### config.mk
export PLATFORM = sky130hd
export DESIGN_NAME = apb_interconnect_wd
export DESIGN_NICKNAME = d
export VERILOG_FILES = /design/src/rtl/apb_interconnect_wd.sv
export SDC_FILE = /design/constraint.sdc
export NUM_CORES = 1
export LEC_CHECK = 0
export ABC_AREA = 1
export BUFFER_PORTS_ARGS = -buffer_cell sky130_fd_sc_hd__buf_4
export CAP_MARGIN = 20
export CORE_AREA = 2 2 136 138
export CTS_CLUSTER_DIAMETER = 120
export CTS_CLUSTER_SIZE = 20
export DETAILED_ROUTE_END_ITERATION = 10
export DIE_AREA = 0 0 138 140
export PLACE_DENSITY = 0.53
export SYNTH_ARGS = -nofsm -noshare
export SYNTH_HDL_FRONTEND = slang
export SYNTH_SLANG_ARGS = --single-unit
### constraint.sdc
create_clock -name clk -period 2.5 [get_ports clk]
set_clock_uncertainty 0.1 [all_clocks]
set_input_delay 0.25 -clock clk [delete_from_list [all_inputs] [get_ports clk]]
set_output_delay 0.25 -clock clk [all_outputs]
set_load 0.005 [all_outputs]
### src/rtl/apb_interconnect_wd.sv
// apb_interconnect_wd: APB decoder/mux from one bridge master port to NUM_SLV slots,
// completing unmapped and hung accesses with PSLVERR and keeping sticky error status.
module apb_interconnect_wd #(
  parameter int          NUM_SLV     = 4,
  parameter logic [31:0] BASE_ADDR   = 32'h4000_0000,
  parameter int          REGION_BITS = 12,
  parameter int          TIMEOUT     = 255
) (
  input  logic                 clk,
  input  logic                 rst_n,
  input  logic                 m_psel,
  input  logic                 m_penable,
  input  logic                 m_pwrite,
  input  logic [31:0]          m_paddr,
  input  logic [31:0]          m_pwdata,
  output logic [31:0]          m_prdata,
  output logic                 m_pready,
  output logic                 m_pslverr,
  output logic [NUM_SLV-1:0]   s_psel,
  output logic                 s_penable,
  output logic                 s_pwrite,
  output logic [31:0]          s_paddr,
  output logic [31:0]          s_pwdata,
  input  logic [32*NUM_SLV-1:0] s_prdata,
  input  logic [NUM_SLV-1:0]   s_pready,
  input  logic [NUM_SLV-1:0]   s_pslverr,
  input  logic                 err_clr,
  output logic                 err_valid,
  output logic [1:0]           err_code,
  output logic [31:0]          err_addr
);
  localparam int IW = NUM_SLV > 1 ? $clog2(NUM_SLV) : 1;
  localparam int CW = $clog2(TIMEOUT + 1) > 8 ? $clog2(TIMEOUT + 1) : 8;
  localparam logic [32:0] SPAN = 33'(NUM_SLV) << REGION_BITS;
  typedef enum logic [1:0] {IDLE, SETUP, ACCESS} state_t;
  state_t state;
  logic hit, hit_q, abort, act, dec_err, tmo;
  logic [31:0] off;
  logic [IW-1:0] idx, idx_q;
  logic [CW-1:0] wcnt;
  assign off = m_paddr - BASE_ADDR;
  assign hit = (m_paddr >= BASE_ADDR) && ({1'b0, off} < SPAN);
  assign idx = IW'(off >> REGION_BITS);
  assign abort = wcnt == CW'(TIMEOUT);
  // Responses are only ever returned while the FSM is in ACCESS with PENABLE high
  assign act = rst_n && state == ACCESS && m_penable;
  assign m_pready = act && (abort || !hit_q || s_pready[idx_q]);
  assign m_pslverr = act && (abort || !hit_q || s_pslverr[idx_q]);
  assign m_prdata = (act && hit_q && !abort) ? s_prdata[32*idx_q +: 32] : '0;
  assign dec_err = act && !hit_q;
  assign tmo = act && hit_q && abort;
  assign s_psel = (rst_n && m_psel && (state == IDLE ? hit : hit_q && !abort))
                  ? NUM_SLV'(1) << (state == IDLE ? idx : idx_q) : '0;
  assign s_penable = rst_n && m_penable && !abort;
  assign s_pwrite = rst_n && m_pwrite;
  assign s_paddr = rst_n ? m_paddr : '0;
  assign s_pwdata = rst_n ? m_pwdata : '0;
  always_ff @(posedge clk or negedge rst_n) begin
    if (!rst_n) begin
      state <= IDLE;
      hit_q <= 1'b0;
      idx_q <= '0;
      wcnt <= '0;
      err_valid <= 1'b0;
      err_code <= 2'b00;
      err_addr <= '0;
    end else begin
      case (state)
        IDLE: if (m_psel) begin
          hit_q <= hit;
          idx_q <= idx;
          state <= m_penable ? ACCESS : SETUP;
        end
        SETUP: state <= !m_psel ? IDLE : m_penable ? ACCESS : SETUP;
        ACCESS: if (m_pready || !m_psel) state <= IDLE;
        default: state <= IDLE;
      endcase
      wcnt <= (state == ACCESS && m_psel && !m_pready)
              ? wcnt + CW'(m_penable && !s_pready[idx_q]) : '0;
      if (dec_err || tmo) begin
        err_valid <= 1'b1;
        err_code <= dec_err ? 2'b01 : 2'b10;
        err_addr <= m_paddr;
      end else if (err_clr) begin
        err_valid <= 1'b0;
        err_code <= 2'b00;
        err_addr <= '0;
      end
    end
  end
endmodule
==> summary.txt <==
Floorplan
  • Die Footprint: 19300 µm²
  • Chip height: 140 µm
  • Row count: 49
  • Initial Util: 23.1%
  • Core area: 17800 µm²
  • Die X-Extent: 138 µm
  • Io pins: 345

Worst setup path
  • Critical path, cell by cell: inv_2, buf_4, o21ai_0, a21oi_1, buf_4
  • Critical-path maximum fanout: 66
  • Worst Setup Path Type: reg -> out
  • Largest stage delay, worst path: 0.48 ns
  • CP Capture Type: output pin
  • Crit path max-delay family: buffers and inverters
  • Cell mode on critical path: buf_4
  • Worst path bufs/invs: 3
  • Crit path launch type: register
  • WP data arrival: 2.00 ns
  • Required time of the critical path: 2.15 ns
  • CP max-delay cell: buf_4

Synthesis
  • Post-Synthesis Cells: 661
  • Main area contributors after synthesis: dfrtp_1, nor2_1, nand2_1
  • Share of the synthesized area in the top cell type: 29.2%
  • Syn Nets: 869
  • Post-synth top area cell: dfrtp_1
  • Post-Synth XOR/XNOR Area: 1.28%
  • Post-synthesis cell area: 4110 µm²
  • Warnings from Yosys: 0
  • Main combinational cell family by area after synthesis: simple AND/OR/NAND/NOR gates
  • Library cells used by synthesis: 31
  • Simple-Gate Fraction of Synth Area: 37.2%
  • #FFs+latches synth: 48
  • Top FF cell, synth: dfrtp_1
  • Syn Area/Cell: 6.22 µm²
  • Adder-cell share of the synthesized area: 0.609%
  • Post-synthesis sequential area ratio: 29.2%
  • Mux contribution to synthesized area: 0%
  • Ys async rst share: 100%
  • EDFF count, synth: 0
  • Compound-Gate Fraction of Synth Area: 16.8%

GRT
  • Initial antenna violation count: 0
  • First-pass GRT wire length: 28500 µm
  • Vias in the first global route: 4947
  • Largest net degree at the start of global routing: 115
  • GRT Total Usage: 18.2%
  • Grt ovf: 0

Pwr
  • Clock Power Share: 26.8%
  • Combinational power share: 43.2%
  • Power Density: 408 nW/µm²
  • Sequential Power Share: 30.0%
  • Internal: 1.82 mW
  • Sw Share: 36.1%
  • Pleak: 4.06 nW
  • Maximum VDD drop: 0.294 mV
  • NetSw: 1.03 mW

STA
  • Worst rel slew slack: 58.1%
  • Slew @ Worst Pin: 0.621 ns
  • Fin crit share: 94.1%
  • Fin. max-slew vios: 0
  • Final min period: 2.35 ns
  • RSZ-0062 raised after global routing: no
  • Setup violations, final: 0
  • FMAX: 425 MHz
  • Final worst slack: 0.148 ns
  • Hold WS: 0.0527 ns
  • TNS Setup: 0 ns
  • Final hold viol count: 0

Place
  • PortBufs: 344
  • Placed cell count: 1199
  • Dpl ws: 0.480 ns
  • DP HPWL: 14400 µm
  • GP Congestion: 0.890

Final layout
  • Layout Utilization: 39.3%
  • Fin cells: 1211
  • Antenna cell count: 0
  • Commonest non-fill, non-tap cell in the layout: buf_4
  • Synth-to-layout area growth: 70.1%
  • Most frequent cells in the layout: buf_4, nor2_1, nand2_1, inv_1, nand3_1
  • Nets: 1189
  • Share of layout cells above drive strength 1: 41.6%

CTS
  • Post-CTS Setup Inserts: 0
  • CTS tree: built
  • CTS clk-pin slew, worst paths: 0.07 ns
  • CTS max path bufs: 2
  • Worst-Skew Late Latency: 0.29 ns
  • Root Driver: clkbuf_16
  • H-tree lvl count: 2
  • Sink Count: 48
  • CTS buffer count: 5

Detailed routing
  • Avg WL per Cell: 15.9 µm
  • Iter 0 DRT Violations: 298
  • DRT antenna net count: 0
  • Number of remaining DRC errors: 0
  • Via count: 5313
  • Via density: 4.39
  • Final WL: 19200 µm
  • Router iterations before antenna repair: 5

Status
  • Outcome: finished, final reports clean

Run
  • Max_cap viols: 0

Min path
  • Worst min-delay path class: in -> reg
timing repair:
| action | in CTS | in global routing |
|---|---|---|
| hold buffers | 1 | 0 |
| resized for setup | 0 | 2 |
| endpoints found under the hold margin | 48 | 0 |
| endpoints found under the setup margin | 0 | 8 |
registers in the layout, summed over array words and instances (netlist names):
| name | flops |
|---|---|
| err_addr | 32 |
| err_code | 2 |
| err_valid | 1 |
| hit_q | 1 |
| idx_q | 2 |
| state | 2 |
| wcnt | 8 |
final cells by class:
class / count / area [µm²]
Fill cell: 1943 / 10800
Timing Repair Buffer: 357 / 2720
Multi-Input combinational cell: 487 / 2320
Sequential cell: 48 / 1200
Inverter: 82 / 308
Tap cell: 229 / 287
Clock buffer: 6 / 129
Clock inverter: 2 / 35.0
cells in the mapped netlist (2+ instances only):
library cell	instances
nand2_4	2
xor2_1	4
buf_2	11
buf_4	3
o21ai_1	3
o21ai_0	68
clkinv_1	2
nand2_1	130
xnor2_1	2
a21oi_2	30
ha_1	2
inv_1	79
nand2_2	2
a21oi_1	6
dfrtp_1	48
buf_1	4
buf_12	3
nand3_1	71
clkbuf_1	16
nor2_1	154
o21ai_2	4
buf_6	8
cells by family (layout without fill, tap and decap cells):
group / count (synthesis) / in the layout
AND/OR/NAND/NOR: 366 / 367
buffers and inverters: 127 / 447
flip-flops: 48 / 48
XOR/XNOR: 6 / 6
adder cells (fa/ha/maj): 2 / 2
AO/OA/AOI/OAI: 112 / 112
per-layer routing:
metal | up-vias | share of wire, % | global-route usage [%]
met5 | - | 0 | 0
met4 | 0 | 2.1 | 4.62
met3 | 22 | 3.8 | 2.15
met2 | 158 | 51 | 31.8
met1 | 2440 | 43 | 23.9
li1 | 2693 | - | -
metrics by stage:
stage / cell area [µm²] / power, mW
floorplan: 4110 / 1.54
global placement: 6770 / 2.10
detailed placement: 6770 / 2.10
CTS: 6940 / 2.87
global route: 6990 / 3.06
finish: 6990 / 2.85
final timing paths:
path,cells after the start,slack (ns),end,from
min in group asynchronous,3,0.62,err_addr[20],rst_n
setup / recovery,5,0.15,m_prdata[31],idx_q[0]
setup reg to reg,8,0.41,err_addr[12],state[1]
max in group asynchronous,3,1.29,idx_q[0],rst_n
hold / removal,2,0.05,state[0],m_penable
hold reg to reg,1,0.36,state[0],state[1]
power by group through the flow:
stage / combinational (mW) / clock [mW] / sequential, mW
finish: 1.23 / 0.766 / 0.855
global placement: 1.24 / 0 / 0.866
CTS: 1.23 / 0.788 / 0.851
detailed placement: 1.23 / 0 / 0.866
floorplan: 0.695 / 0 / 0.849
global route: 1.38 / 0.822 / 0.863
No activity file was read; power rests on OpenSTA's default activity.
